**src/rtl/oc_guard.sv**
```systemverilog
// oc_guard: per-channel overcurrent sense qualifier that drops H-bridge enables on a fault.
// Define OC_AUTO_RETRY_EN to add bounded TRIP->COOL auto-recovery and the locked flag.
module oc_guard #(
   parameter int N_CH         = 2,
   parameter int QUAL_CYCLES  = 33554432,
   parameter int RETRY_CYCLES = 50000000,
   parameter int MAX_RETRIES  = 3,
   parameter bit LINKED       = 1'b1
) (
   input  logic            CLK100MHZ,
   input  logic            RST,
   input  logic [N_CH-1:0] oc_n,
   input  logic [N_CH-1:0] clr,
   output logic [N_CH-1:0] en,
   output logic [N_CH-1:0] fault,
   output logic [N_CH-1:0] locked,
   output logic            overcurrent
);

   typedef enum logic [1:0] {ST_IDLE, ST_QUAL, ST_TRIP, ST_COOL} state_t;

   localparam int QW = (QUAL_CYCLES > 1) ? $clog2(QUAL_CYCLES) : 1;
`ifdef OC_AUTO_RETRY_EN
   localparam int RW  = (RETRY_CYCLES > 1) ? $clog2(RETRY_CYCLES) : 1;
   localparam int CW  = (QW > RW) ? QW : RW;
   localparam int RCW = $clog2(MAX_RETRIES + 1);
   localparam logic [CW-1:0]  RETRY_LAST = CW'(RETRY_CYCLES - 1);
   localparam logic [RW-1:0]  IDLE_LAST  = RW'(RETRY_CYCLES - 1);
   localparam logic [RCW-1:0] RETRY_MAX  = RCW'(MAX_RETRIES);
`else
   localparam int CW = QW;
`endif
   localparam logic [CW-1:0] QUAL_LAST = CW'(QUAL_CYCLES - 1);

   logic [N_CH-1:0] r_sync1;
   logic [N_CH-1:0] r_sync2;
   logic [N_CH-1:0] w_s;
   state_t          r_state     [N_CH];
   state_t          w_state_nxt [N_CH];
   logic [CW-1:0]   r_cnt       [N_CH];
   logic [CW-1:0]   w_cnt_nxt   [N_CH];
   logic [N_CH-1:0] w_faulted_nxt;
`ifdef OC_AUTO_RETRY_EN
   logic [RCW-1:0]  r_retry     [N_CH];
   logic [RCW-1:0]  w_retry_nxt [N_CH];
   logic [RW-1:0]   r_idle      [N_CH];
   logic [RW-1:0]   w_idle_nxt  [N_CH];
   logic [N_CH-1:0] w_locked_nxt;
   logic [N_CH-1:0] r_locked;
`endif

   // Sense pins are asynchronous; reset to 1 so a reset never looks like a fault.
   always_ff @(posedge CLK100MHZ or posedge RST) begin
      if (RST) begin
         r_sync1 <= '1;
         r_sync2 <= '1;
      end else begin
         r_sync1 <= oc_n;
         r_sync2 <= r_sync1;
      end
   end

   assign w_s = ~r_sync2;

   always_comb begin
      for (int i = 0; i < N_CH; i++) begin
         w_state_nxt[i] = r_state[i];
         w_cnt_nxt[i]   = r_cnt[i];
`ifdef OC_AUTO_RETRY_EN
         w_retry_nxt[i] = r_retry[i];
         w_idle_nxt[i]  = '0;
         if (clr[i] && (r_state[i] != ST_TRIP)) begin
            w_retry_nxt[i] = '0;
         end
`endif
         case (r_state[i])
            ST_IDLE: begin
               if (w_s[i]) begin
                  w_state_nxt[i] = ST_QUAL;
                  w_cnt_nxt[i]   = '0;
               end
`ifdef OC_AUTO_RETRY_EN
               else if (r_idle[i] == IDLE_LAST) begin
                  w_retry_nxt[i] = '0;
               end else begin
                  w_idle_nxt[i] = r_idle[i] + RW'(1);
               end
`endif
            end
            // Only the sense level at the end of the window decides the outcome.
            ST_QUAL: begin
               if (r_cnt[i] == QUAL_LAST) begin
                  w_state_nxt[i] = w_s[i] ? ST_TRIP : ST_IDLE;
                  w_cnt_nxt[i]   = '0;
               end else begin
                  w_cnt_nxt[i] = r_cnt[i] + CW'(1);
               end
            end
            ST_TRIP: begin
               if (clr[i] && !w_s[i]) begin
                  w_state_nxt[i] = ST_IDLE;
`ifdef OC_AUTO_RETRY_EN
                  w_retry_nxt[i] = '0;
`endif
               end
`ifdef OC_AUTO_RETRY_EN
               else if (r_retry[i] < RETRY_MAX) begin
                  w_state_nxt[i] = ST_COOL;
                  w_cnt_nxt[i]   = '0;
                  w_retry_nxt[i] = r_retry[i] + RCW'(1);
               end
`endif
            end
            ST_COOL: begin
`ifdef OC_AUTO_RETRY_EN
               if (r_cnt[i] == RETRY_LAST) begin
                  w_state_nxt[i] = ST_IDLE;
                  w_cnt_nxt[i]   = '0;
               end else begin
                  w_cnt_nxt[i] = r_cnt[i] + CW'(1);
               end
`else
               w_state_nxt[i] = ST_IDLE;
`endif
            end
            default: w_state_nxt[i] = ST_IDLE;
         endcase
         w_faulted_nxt[i] = (w_state_nxt[i] == ST_TRIP) || (w_state_nxt[i] == ST_COOL);
`ifdef OC_AUTO_RETRY_EN
         w_locked_nxt[i] = (w_state_nxt[i] == ST_TRIP) && (w_retry_nxt[i] >= RETRY_MAX);
`endif
      end
   end

   // Outputs are registered from next-state so they change on the same edge as the FSM.
   always_ff @(posedge CLK100MHZ or posedge RST) begin
      if (RST) begin
         for (int i = 0; i < N_CH; i++) begin
            r_state[i] <= ST_IDLE;
            r_cnt[i]   <= '0;
`ifdef OC_AUTO_RETRY_EN
            r_retry[i] <= '0;
            r_idle[i]  <= '0;
`endif
         end
         en          <= '1;
         fault       <= '0;
         overcurrent <= 1'b0;
`ifdef OC_AUTO_RETRY_EN
         r_locked    <= '0;
`endif
      end else begin
         for (int i = 0; i < N_CH; i++) begin
            r_state[i] <= w_state_nxt[i];
            r_cnt[i]   <= w_cnt_nxt[i];
`ifdef OC_AUTO_RETRY_EN
            r_retry[i] <= w_retry_nxt[i];
            r_idle[i]  <= w_idle_nxt[i];
`endif
         end
         en          <= LINKED ? {N_CH{~|w_faulted_nxt}} : ~w_faulted_nxt;
         fault       <= w_faulted_nxt;
         overcurrent <= |w_faulted_nxt;
`ifdef OC_AUTO_RETRY_EN
         r_locked    <= w_locked_nxt;
`endif
      end
   end

`ifdef OC_AUTO_RETRY_EN
   assign locked = r_locked;
`else
   assign locked = '0;
`endif

endmodule

```
**config.mk**
```make
export PLATFORM = sky130hd
export DESIGN_NAME = oc_guard
export DESIGN_NICKNAME = d
export VERILOG_FILES = /design/src/rtl/oc_guard.sv
export SDC_FILE = /design/constraint.sdc
export NUM_CORES = 1
export LEC_CHECK = 0
export BUFFER_PORTS_ARGS = -buffer_cell sky130_fd_sc_hd__buf_2
export CORE_MARGIN = 1.5
export CORE_UTILIZATION = 35
export DETAILED_ROUTE_END_ITERATION = 8
export SLEW_MARGIN = 20
export SYNTH_ARGS = -nofsm -noshare
export SYNTH_HDL_FRONTEND = slang
export SYNTH_SLANG_ARGS = --single-unit
```
**constraint.sdc**
```tcl
create_clock -name CLK100MHZ -period 2.2 [get_ports CLK100MHZ]
set_clock_uncertainty 0.1 [all_clocks]
set_input_delay 0.11 -clock CLK100MHZ [delete_from_list [all_inputs] [get_ports CLK100MHZ]]
set_output_delay 0.11 -clock CLK100MHZ [all_outputs]
set_load 0.01 [all_outputs]
```
==> Implementation_results.wiki, run 1 <==
{| class="wikitable"
! Metric !! Value
|-
| Result of the run || finished, final reports clean
|-
| Max Freq || 493.1 MHz
|-
| Wire length of the first global-routing pass || ~12000 um
|-
| Last weighted congestion value of the routability-driven placer || 0.8005
|-
| Number of placement rows || 34
|-
| Critical path class || reg -> reg
|-
| Number of I/O pins || 13
|-
| Element type at the critical path start || flop
|-
| Post-placement worst setup slack || approximately 110 ps
|-
| Final cell area excluding filler cells || roughly 0.0037 mm^2
|-
| Worst R2R Path Depth || 6
|-
| Post-CTS setup repair buffer count || 0
|-
| Cell area after placement || 0.003450 mm^2
|-
| Total number of yosys warnings || 0
|-
| Combinational fraction of design power || under 10%
|-
| Static leakage || roughly 1.6 nW
|-
| Met3 layer wire length in the routed design || 208 um
|-
| Global-route total usage across every layer || between 10% and 20%
|-
| Power Internal || 1.885 mW
|-
| Number of iterations in the first detailed-routing pass || 4
|-
| Number of synthesized flops with an enable pin || 0
|-
| Flip-flop and latch count after synthesis || 61
|-
| Pin count of the biggest net entering global routing || slightly above 60
|-
| Hold wc startpoint || clr[1]
|-
| VDD IR-drop max || about 0.34 mV
|-
| CP cell instances || nand4_1 -> nor4_4 -> a41oi_4 -> buf_12 -> a41oi_1 -> a31oi_1
|-
| Number of nets with antenna violations after detailed routing || 0
|-
| Areal power density over the cells || around 670 mW/mm^2
|-
| Final slew viol count || 0
|-
| Clock latency at the later pin of the worst-skew pair || roughly 330 ps
|-
| Total of max-cap violations || 0
|-
| Die Height || 98.91 um
|-
| Sw Ratio || a little under a quarter
|-
| Share of total power in sequential cells || 51.3%
|-
| Clock Sink Count || 61
|-
| Total DRC errors in the routed layout || 0
|-
| Root buffer selected by CTS || clkbuf_8
|-
| Async set-reset flop share out of synthesis || 100.0%
|-
| Relative contribution of the clock network to total power || a little over two fifths
|-
| Met2 routed wirelength || around 3200 um
|-
| Detail-routed via count per cell || around 5.5
|-
| Critical Path Slowest Stage Cell || dfrtp_1
|-
| CP top delay family || simple AND/OR/NAND/NOR gates
|-
| Antenna violations before repair || 0
|-
| Hold violation total from the final report || 0
|-
| Routed WL || 6676 um
|-
| Clock input transition at the sequential cells of the worst setup and hold paths || ~70 ps
|-
| Maximum fanout along the worst path || 27
|-
| Final setup margin || between 150 and 200 ps
|-
| Cell count after placement || around 460
|-
| Maximum cell stage delay along the critical path || roughly 480 ps
|-
| Die outline width || roughly 99 um
|-
| Arrival time of data at the critical path endpoint || between 2000 and 2500 ps
|-
| Avg Synthesized Cell Area || 9.278 um^2
|-
| Initial standard-cell utilization of the core || a little over a third
|-
| Number of distinct library cells after synthesis || just under 50
|-
| Launch instance of the worst register-to-register path || r_cnt[12]
|-
| Register-to-Register Setup Slack || 170 ps
|-
| Required time of the critical path || about 2300 ps
|-
| Via count of the first global-routing pass || approximately 2500
|-
| CTS tree || built
|-
| Switching power summed over all nets || roughly 600 uW
|-
| Core area || 0.008806 mm^2
|-
| Number of violations reported at the end of detailed-routing iteration 0 || approximately 110
|-
| Final cell utilization of the core || between 40% and 50%
|-
| Layout net count || roughly 380
|-
| Share of cells above drive strength 1 || roughly 16%
|-
| Sequential share of the synthesized area || roughly 48%
|-
| # port buffers || 10
|-
| Cell depth of the worst setup path || 6
|-
| Path type of the worst min-delay path || in -> reg
|-
| N_diodes || 0
|-
| Finish-stage setup viols || 0
|-
| Least-Margin Pin Slew || between 600 and 700 ps
|-
| Die footprint || ~0.01 mm^2
|-
| Post-synthesis instance total || between 300 and 400
|-
| Main synth FF type || dfrtp_1
|-
| GRT overflow || 0
|-
| Worst Hold Path Cells || 4
|-
| Vias post-DR || 2657
|-
| Worst slew margin || roughly 60%
|-
| CTS buffer count || 9
|-
| Portion of the clock cycle consumed by the worst path in the final layout || 92.18%
|-
| Critical path launch point || r_cnt[12]
|-
| Crit end category || flop
|-
| Syn-to-layout area delta || 15.04%
|-
| Placed wire-length estimate after detailed placement || about 4400 um
|-
| Synth Cell Area || roughly 0.0032 mm^2
|-
| Post-route non-filler standard cell count || 482
|-
| Top Layer Used || met4
|-
| Depth of the CTS H-tree || 3
|-
| Setup repair after global routing missed its margin || no
|-
| Buffers from clock root to sink, at most || 2
|-
| Final min period || a little over 2000 ps
|-
| Met1 Wirelength || between 3000 and 4000 um
|-
| CP bufs+invs || 1
|-
| WL/cell || 13.85 um
|-
| Setup TNS after final layout || 0 ps
|}
==> registers in the layout, indices dropped and copies added, names as in the netlist <==
signal	cells
r_state	3
fault	2
overcurrent	1
en	1
r_sync2	2
r_cnt	50
r_sync1	2
==> logic make-up (layout without fill, tap and decap cells) <==
kind of cell    after synthesis  count (layout)  synth area share (%)
simple gates                128             128                 21.77
compound gates              109             109                 21.61
buf+inv                      37              63                 5.441
flops                        61              61                 47.61
xor+xnor                      3               3                0.8163
mux                           6               6                 1.866
other cells                   1               2                0.1165
fa+ha+maj                     2               2                0.7772
==> routing by layer <==
layer / vias up / global-route usage [%]
li1: 1329 / -
met1: 1280 / 18.69
met2: 42 / 24.30
met3: 6 / 4.539
met4: 0 / 3.736
met5: - / 0
==> synthesized netlist by cell type, types with 3 or more instances <==
master     n  area (um^2)
a22o_1     3        26.28
clkbuf_1  10        37.54
buf_2      5        25.02
a31oi_1   19        118.9
buf_4      4        30.03
a21o_1     7        52.55
nor3_1     7        35.03
o21ai_1    3        15.01
nand4_1   12        75.07
nand2b_1   5        31.28
a21oi_1   25        125.1
and4_1    10        87.58
or3_1      8        50.05
a41oi_1    3        26.28
nand2_1   32        120.1
nor2_1    13        48.80
mux2i_1    6        60.06
and3_1     6        37.54
nand3_1   24        120.1
dfstp_2    5        131.4
dfrtp_1   56         1401
inv_1     15        56.30
o21ai_0   33        165.2
==> worst paths after layout <==
kind                              end
max in group asynchronous  r_sync1[0]
min reg2reg                r_sync2[0]
max                          r_cnt[4]
min                          fault[1]
min in group asynchronous   r_cnt[45]
max reg2reg                  r_cnt[4]
==> cell type report <==
class                      instances  area, um^2
clock buffer                      13       168.9
timing repair buffer              32       250.2
inverter                          15       56.30
multi-input combinational        250        1518
clock inverter                     3       42.54
fill                             851        5102
sequential                        61        1533
tap                              108       135.1
==> metrics by stage <==
| stage | hold WS (ps) | power, mW |
|---|---|---|
| 4_1_cts | 116.7 | 2.515 |
| 3_3_place_gp | 107.4 | 1.441 |
| 3_5_place_dp | 109.2 | 1.453 |
| 5_1_grt | 133.1 | 2.594 |
| 2_1_floorplan | 14.48 | 1.400 |
| 6_report | 129.9 | 2.473 |
==> layout by cell type, fill, tap and decap left out, types with 2 or more instances in the layout <==
cell type	netlist	final
buf_12	0	2
a41oi_1	3	3
a21oi_1	25	25
dfrtp_1	56	56
nand2_1	32	32
a41oi_2	2	2
o21ai_0	33	33
nand2b_1	5	5
xor2_1	2	2
a21o_1	7	7
buf_2	5	10
and4_1	10	10
a22o_1	3	3
dfstp_2	5	5
or2_2	2	2
conb_1	1	2
or3_1	8	8
a22oi_1	2	2
nor2_1	13	13
nand4_1	12	12
and3_1	6	6
clkbuf_8	0	12
o21bai_1	2	2
nor3_1	7	7
buf_4	4	16
a31oi_1	19	19
a31o_2	2	2
o31ai_1	2	2
nor4_1	2	2
ha_1	2	2
mux2i_1	6	6
nand3_1	24	24
o21ai_1	3	3
dlygate4sd3_1	0	4
inv_1	15	14
==> power by group through the flow <==
stage          sequential, mW  clock (mW)  combinational [mW]
4_1_cts                  1.27        1.08               0.173
3_3_place_gp             1.28           0               0.160
2_1_floorplan            1.27           0               0.134
3_5_place_dp             1.29           0               0.165
5_1_grt                  1.28        1.12               0.195
6_report                 1.27        1.04               0.168
==> what timing repair did <==
action,CTS,global route
hold buffers,4,0
endpoints found under the hold margin,59,0
resized for setup,0,2
setup endpoints to repair,0,19
==> tightest hold or removal path: cells and delay by family <==
| family | cells | cell delay (ps) |
|---|---|---|
| AO/OA/AOI/OAI | 1 | 120 |
| buffers and inverters | 1 | 90 |
| AND/OR/NAND/NOR | 2 | 200 |
No activity file was read; power rests on OpenSTA's default activity.
==> inputs of run 2 (changes only) <==
- MAX_ROUTING_LAYER: default -> met4
- PLACE_DENSITY: default -> 0.53
==> run 2 against run 1 <==
  * Hold slack improved by 6.5 ps
  * Critical path type unchanged
  * Largest power group unchanged
  * Cell count grew 0.62%
  * Global-route usage is 0.70 points higher
  * Total power decreased by 0.92%
  * Die area stayed put
  * Highest routed layer unchanged
  * Via count fell by 1.5%
==> Implementation_results.wiki, run 2 (synthesis gave the netlist of run 1 again) <==
{| class="wikitable"
! Metric !! Value
|-
| Result of the run || finished, final reports clean
|-
| Final slew viol count || 0 (unchanged)
|-
| Leading cell type in the layout, fill and taps excluded || dfrtp_1
|-
| Routed WL || 6714 um (+0.57%)
|-
| Register with the most flip-flops || r_cnt
|-
| Via count of the first global-routing pass || 2525 (-0.75%)
|-
| Detail-routed via count per cell || 5.398 (-2.1%)
|-
| Post-CTS setup repair buffer count || 0 (unchanged)
|-
| CTS tree || built
|-
| Crit end category || flop
|-
| Switching power summed over all nets || 623.6 uW (+6.1%)
|-
| Wire length of the first global-routing pass || 11780 um (+1.2%)
|-
| Antenna violations before repair || 0 (unchanged)
|-
| Last weighted congestion value of the routability-driven placer || 0.7928 (-0.96%)
|-
| Element type at the critical path start || flop
|-
| WL/cell || 13.84 um (about the same)
|-
| Clock input transition at the sequential cells of the worst setup and hold paths || 70 ps (about the same)
|-
| Maximum fanout along the worst path || 26 (-3.7%)
|-
| Combinational fraction of design power || 7.0% (+0.2 points)
|-
| Path type of the worst min-delay path || in -> reg
|-
| Number of nets with antenna violations after detailed routing || 0 (unchanged)
|-
| Depth of the CTS H-tree || 3 (unchanged)
|-
| Total of max-cap violations || 0 (unchanged)
|-
| Share of total power in sequential cells || 51.6% (+0.3 points)
|-
| CTS buffer count || 9 (unchanged)
|-
| Clock latency at the later pin of the worst-skew pair || 340 ps (about the same)
|-
| Hold violation total from the final report || 0 (unchanged)
|-
| Portion of the clock cycle consumed by the worst path in the final layout || 92.49% (+0.31 points)
|-
| Final min period || 2035 ps (+6.800 ps)
|-
| Number of violations reported at the end of detailed-routing iteration 0 || 76 (-28%)
|-
| Static leakage || 1.657 nW (+1.0%)
|-
| Setup TNS after final layout || 0 ps (unchanged)
|-
| Sw Ratio || 25.45% (+1.7 points)
|-
| Die Height || 98.91 um (unchanged)
|-
| Flip-flop count of the largest register after layout || 50 (unchanged)
|-
| Die outline width || 98.91 um (unchanged)
|-
| Die footprint || 0.009782 mm^2 (unchanged)
|-
| Finish-stage setup viols || 0 (unchanged)
|-
| Fill cell total of the finished layout || 858 (+0.82%)
|-
| Placed wire-length estimate after detailed placement || 4538 um (+2.8%)
|-
| Power Internal || 1.826 mW (-3.1%)
|-
| Power Total || 2.450 mW (-0.92%)
|-
| Required time of the critical path || 2320 ps (about the same)
|-
| Syn-to-layout area delta || 15.74%
|-
| N_diodes || 0 (unchanged)
|-
| Areal power density over the cells || 657.5 mW/mm^2 (-1.5%)
|-
| Buffers from clock root to sink, at most || 2 (unchanged)
|-
| Number of placement rows || 34 (unchanged)
|-
| Share of cells above drive strength 1 || 17.24% (+0.93 points)
|-
| Arrival time of data at the critical path endpoint || 2150 ps (about the same)
|-
| GRT overflow || 0 (unchanged)
|-
| Vias post-DR || 2618 (-1.5%)
|-
| Critical path class || reg -> reg
|-
| Total DRC errors in the routed layout || 0 (unchanged)
|-
| Pin count of the biggest net entering global routing || 43 (-31%)
|-
| Core area || 0.008806 mm^2 (unchanged)
|-
| Final setup margin || 165.3 ps (-6.800 ps)
|-
| VDD IR-drop max || 0.3505 mV (+2.2%)
|-
| Setup repair after global routing missed its margin || no
|-
| Clock Sink Count || 61 (unchanged)
|-
| Number of I/O pins || 13 (unchanged)
|-
| Post-placement worst setup slack || 175.4 ps (+63.51 ps)
|-
| Layout net count || 380 (+0.80%)
|-
| Max Freq || 491.5 MHz (-0.33%)
|-
| # port buffers || 10 (unchanged)
|-
| Number of iterations in the first detailed-routing pass || 4 (unchanged)
|-
| Relative contribution of the clock network to total power || 41.4% (-0.5 points)
|-
| Initial standard-cell utilization of the core || 36.56% (unchanged)
|-
| Global-route total usage across every layer || 15.37% (+0.70 points)
|-
| Highest-count cells in the layout ignoring fill and taps || dfrtp_1, o21ai_0, nand2_1, a21oi_1, nand3_1
|-
| Root buffer selected by CTS || clkbuf_8
|-
| Regs by FF count || r_cnt: 50 flops, r_state: 3 flops
|}
-- run 2: worst paths after layout --
check,start,endpoint,slack (ps),cells after the start
setup / recovery,r_cnt[1],r_cnt[4],170,7
setup reg to reg,r_cnt[1],r_cnt[4],170,7
min in group asynchronous,RST,r_cnt[18],230,3
hold reg to reg,r_sync1[1],r_sync2[1],260,0
hold / removal,clr[1],fault[1],140,4
max in group asynchronous,RST,r_sync2[0],1140,4
-- run 2: power by group through the flow --
| stage | clock network, mW | registers, mW | logic [mW] |
|---|---|---|---|
| finish | 1.02 | 1.26 | 0.172 |
| global route | 1.10 | 1.27 | 0.203 |
| CTS | 1.06 | 1.26 | 0.178 |
| detailed placement | 0 | 1.28 | 0.171 |
| global placement | 0 | 1.28 | 0.166 |
| floorplan | 0 | 1.27 | 0.134 |
-- run 2: timing repair --
action / 4_1_cts / 5_1_grt
hold buffers: 4 / 0
resized for setup: 0 / 2
endpoints found under the hold margin: 20 / 0
endpoints found under the setup margin: 0 / 2
-- run 2: layout make-up --
class / count / area [um^2] / share of cell area, %
clock buffers: 10 / 137.6 / 3.694
clock inverters: 6 / 61.31 / 1.645
inverters: 15 / 56.30 / 1.511
multi-input cells: 250 / 1518 / 40.73
flip-flops and latches: 61 / 1533 / 41.14
well taps: 108 / 135.1 / 3.627
repair buffers: 35 / 285.3 / 7.656
-- run 2: worst max-delay path, stage by stage (launching register included) --
cell and delay, ps:
dfrtp_1 380, ha_1 170, nand4_1 170, nor4_4 430
a41oi_4 200, buf_12 200, a41oi_1 210, a31oi_1 60
-- run 2: through the flow --
step | std cells | area (um^2) | hold slack [ps] | utilization, %
4_1_cts | 485 | 3724 | 119.5 | 42.28
3_5_place_dp | 465 | 3485 | 49.36 | 39.57
6_report | 485 | 3726 | 136.4 | 42.31
5_1_grt | 485 | 3726 | 134.2 | 42.31
3_3_place_gp | 465 | 3485 | 43.36 | 39.57
2_1_floorplan | 348 | 3223 | 14.48 | -
-- run 2: routing by layer --
layer / vias up / routed length [um] / GRT usage (%)
met1: 1243 / 3207 / 18.49
met5: - / 0 / -
met2: 36 / 3240 / 25.25
met4: 0 / 53 / 4.176
met3: 6 / 212 / 4.468
li1: 1333 / - / -
==> inputs of run 3 (changes only) <==
- ABC_AREA: default -> 1
==> run 3 against run 2 <==
  * First-iteration DRC count is 38% higher
  * Routed wire length grew 29%
  * Cell count grew 31%
  * Sequential cell count stayed put
  * Clock power about the same
  * Register-to-register slack better by 40 ps
  * Non-clock buffer count fell by 14
  * Maximum frequency increased by 1.8%
  * Critical path type unchanged
  * Largest cell class is now multi-input gates
==> Implementation_results.wiki, run 3 <==
{| class="wikitable"
! Metric !! Value
|-
| Total DRC errors in the routed layout || 0 (unchanged)
|-
| Number of I/O pins || 13 (unchanged)
|-
| CP top delay family || simple AND/OR/NAND/NOR gates
|-
| Die Height || 103.5 um (+4.6%)
|-
| Fill cell total of the finished layout || 1018 (+19%)
|-
| Share of cells above drive strength 1 || 13.10% (-4.1 points)
|-
| # port buffers || 10 (unchanged)
|-
| VDD IR-drop max || 0.5521 mV (+58%)
|-
| Areal power density over the cells || 818.8 mW/mm^2 (+25%)
|-
| N_diodes || 0 (unchanged)
|-
| Critical path launch point || r_cnt[25]
|-
| CP bufs+invs || 0 (-1)
|-
| Regs by FF count || r_cnt: 50 flops, r_state: 3 flops
|-
| Synth Cell Area || 0.003535 mm^2 (+9.8%)
|-
| CTS tree || built
|-
| Antenna violations before repair || 0 (unchanged)
|-
| Worst R2R Path Depth || 8 (+1)
|-
| Layout net count || 507 (+33%)
|-
| Initial standard-cell utilization of the core || 36.16% (-0.40 points)
|-
| Die outline width || 103.5 um (+4.6%)
|-
| Placed wire-length estimate after detailed placement || 6219 um (+37%)
|-
| Die footprint || 0.01071 mm^2 (+9.5%)
|-
| Synth top area share || 39.65% (-3.9 points)
|-
| Result of the run || finished, final reports clean
|-
| Path type of the worst min-delay path || in -> async
|-
| Maximum cell stage delay along the critical path || 460 ps (+30 ps)
|-
| Static leakage || 1.665 nW (+0.46%)
|-
| Finish-stage setup viols || 0 (unchanged)
|-
| Number of distinct library cells after synthesis || 33 (-33%)
|-
| Buffers from clock root to sink, at most || 2 (unchanged)
|-
| Maximum fanout along the worst path || 7 (-73%)
|-
| Relative contribution of the clock network to total power || 31.0% (-10 points)
|-
| Vias post-DR || 3078 (+18%)
|-
| Share of total power in sequential cells || 43.6% (-8.0 points)
|-
| Number of nets with antenna violations after detailed routing || 0 (unchanged)
|-
| Clock latency at the later pin of the worst-skew pair || 340 ps (about the same)
|-
| GRT overflow || 0 (unchanged)
|-
| Async set-reset flop share out of synthesis || 100.0% (unchanged)
|-
| Combinational fraction of design power || 25.4% (+18 points)
|-
| Largest cells by area after synthesis || dfrtp_1, nand2_1, nor2_1
|-
| Root buffer selected by CTS || clkbuf_8
|-
| Number of placement rows || 36 (+5.9%)
|-
| WL/cell || 13.65 um (-1.4%)
|-
| Pin count of the biggest net entering global routing || 44 (+2.3%)
|-
| Cell depth of the worst setup path || 8 (+1)
|-
| Power Internal || 2.095 mW (+15%)
|-
| Highest-count cells in the layout ignoring fill and taps || nand2_1, nor2_1, dfrtp_1, inv_1, nand3_1
|-
| Arrival time of data at the critical path endpoint || 2110 ps (-40 ps)
|-
| Detail-routed via count per cell || 4.832 (-10%)
|-
| Total number of yosys warnings || 0 (unchanged)
|-
| Flip-flop and latch count after synthesis || 61 (unchanged)
|-
| Cell area after placement || 0.003769 mm^2 (+8.2%)
|-
| CTS buffer count || 9 (unchanged)
|-
| Element type at the critical path start || flop
|-
| Portion of the clock cycle consumed by the worst path in the final layout || 90.89% (-1.6 points)
|-
| Global-route total usage across every layer || 18.64% (+3.3 points)
|-
| Required time of the critical path || 2310 ps (about the same)
|-
| Core area || 0.009774 mm^2 (+11%)
|-
| Critical Path Sink || r_cnt[48]
|-
| Clock input transition at the sequential cells of the worst setup and hold paths || 70 ps (about the same)
|-
| Max Freq || 500.1 MHz (+1.8%)
|-
| Main synth FF type || dfrtp_1
|-
| Post-synthesis instance total || 473 (+36%)
|-
| Post-synth top area cell || dfrtp_1
|-
| Clock Sink Count || 61 (unchanged)
|-
| Final min period || 2000 ps (-35.19 ps)
|-
| Capture point of the worst reg-to-reg path || r_cnt[48]
|-
| Most numerous cell types in the synthesized netlist || nand2_1, nor2_1, dfrtp_1
|-
| Via count of the first global-routing pass || 3038 (+20%)
|-
| Top-count cell post-synth || nand2_1
|-
| Crit end category || flop
|-
| Switching power summed over all nets || 1.189 mW (+91%)
|-
| Launch instance of the worst register-to-register path || r_cnt[25]
|-
| Cell type with the highest occurrence count on the critical path || nand2_1
|-
| Critical Path Slowest Stage Cell || dfrtp_1
|-
| Register with the most flip-flops || r_cnt
|-
| Number of violations reported at the end of detailed-routing iteration 0 || 105 (+38%)
|-
| Total of max-cap violations || 0 (unchanged)
|-
| Wire length of the first global-routing pass || 14720 um (+25%)
|-
| Final cell area excluding filler cells || 0.004010 mm^2 (+7.6%)
|-
| Number of iterations in the first detailed-routing pass || 4 (unchanged)
|-
| Critical path class || reg -> reg
|-
| Hold violation total from the final report || 0 (unchanged)
|-
| Routed WL || 8694 um (+29%)
|-
| Last weighted congestion value of the routability-driven placer || 0.9410 (+19%)
|-
| Setup repair after global routing missed its margin || no
|-
| Sequential share of the synthesized area || 43.36% (-4.2 points)
|-
| Setup TNS after final layout || 0 ps (unchanged)
|-
| Number of synthesized flops with an enable pin || 0 (unchanged)
|-
| Syn-to-layout area delta || 13.45%
|-
| Sw Ratio || 36.20% (+11 points)
|-
| Avg Synthesized Cell Area || 7.473 um^2 (-19%)
|-
| Register-to-Register Setup Slack || 200 ps (+40 ps)
|-
| Leading cell type in the layout, fill and taps excluded || nand2_1
|-
| Flip-flop count of the largest register after layout || 50 (unchanged)
|-
| CP cell instances || ha_1 -> nand2_2 -> nor2_2 -> nand2_1 -> nor2_1 -> nand2_1 -> nand3_1 -> o21ai_0
|-
| Final slew viol count || 0 (unchanged)
|-
| Depth of the CTS H-tree || 3 (unchanged)
|}
run 3: changes by cell type after synthesis, moves of 9 or more:
cell,delta
clkbuf_1,-9
a31oi_1,-19
nor2_2,+9
nor2_1,+46
nand3_1,+16
o22ai_1,+12
nand2_1,+109
xor2_1,+19
a21oi_1,-23
inv_1,+30
and4_1,-10
run 3: worst min path at each step:
| stage | slack, ps | endpoint | start | depth (start not counted) |
|---|---|---|---|---|
| 3_3_place_gp | 40 | r_cnt[45] | RST | 2 |
| 3_5_place_dp | 50 | r_cnt[47] | RST | 2 |
| 2_1_floorplan | 10 | r_sync1[0] | oc_n[0] | 0 |
| 5_1_grt | 250 | r_cnt[27] | RST | 3 |
| 6_report | 220 | r_cnt[39] | RST | 3 |
| 4_1_cts | 220 | r_cnt[39] | RST | 3 |
run 3: layer usage:
layer	up-vias	global-route usage [%]	share of wire [%]
met5	-	-	0
met4	0	6.237	1.6
met3	14	3.831	3.5
met2	54	31.17	49
met1	1452	22.46	45
li1	1558	-	-
run 3: metrics by stage:
step,hold slack (ps),utilization [%],std cells,power [mW],setup WS (ps)
after floorplan,14.48,-,474,2.012,485.2
after global placement,41.53,38.56,616,2.278,280.4
after detailed placement,48.47,38.56,616,2.275,247.3
after CTS,219.3,41.03,637,3.313,213.9
after global routing,253.3,41.03,637,3.487,14.36
final,217.0,41.03,637,3.283,200.5
run 3: what timing repair did:
action / 4_1_cts / 5_1_grt
endpoints found under the hold margin: 23 / 0
setup buffers: 0 / 0
hold buffers: 5 / 0
endpoints found under the setup margin: 0 / 0
gates resized for setup: 0 / 0
run 3: layout make-up:
| class | instances | area, um^2 | share of cell area, % |
|---|---|---|---|
| Clock buffer | 11 | 141.4 | 3.526 |
| Clock inverter | 5 | 50.05 | 1.248 |
| Inverter | 48 | 180.2 | 4.493 |
| Multi-Input combinational cell | 358 | 1782 | 44.43 |
| Sequential cell | 61 | 1533 | 38.22 |
| Tap cell | 133 | 166.4 | 4.150 |
| Timing Repair Buffer | 21 | 157.7 | 3.931 |
run 3: worst reg2reg max path, cell delays in order, from the launching register on:
cell and delay [ps]:
dfrtp_1 460, ha_1 290, nand2_2 100, nor2_2 230, nand2_1 120, nor2_1 180, nand2_1 190, nand3_1 120
o21ai_0 80
run 3: cells by family after synthesis:
| kind of cell | after synthesis | share of synthesized area (%) |
|---|---|---|
| adders and majority gates | 2 | 0.7079 |
| other | 1 | 0.1061 |
| AOI/OAI and AO/OA | 51 | 8.106 |
| xor gates and xnor gates | 26 | 6.443 |
| DFF | 61 | 43.36 |
| and+or+nand+nor | 277 | 34.94 |
| buffers and inverters | 55 | 6.336 |
run 3: power by group through the flow:
stage / Sequential, mW / Clock (mW) / Combinational [mW]
after floorplan: 1.42 / 0 / 0.593
after global placement: 1.44 / 0 / 0.838
after detailed placement: 1.44 / 0 / 0.831
after CTS: 1.43 / 1.04 / 0.844
after global routing: 1.46 / 1.09 / 0.945
final: 1.43 / 1.02 / 0.834
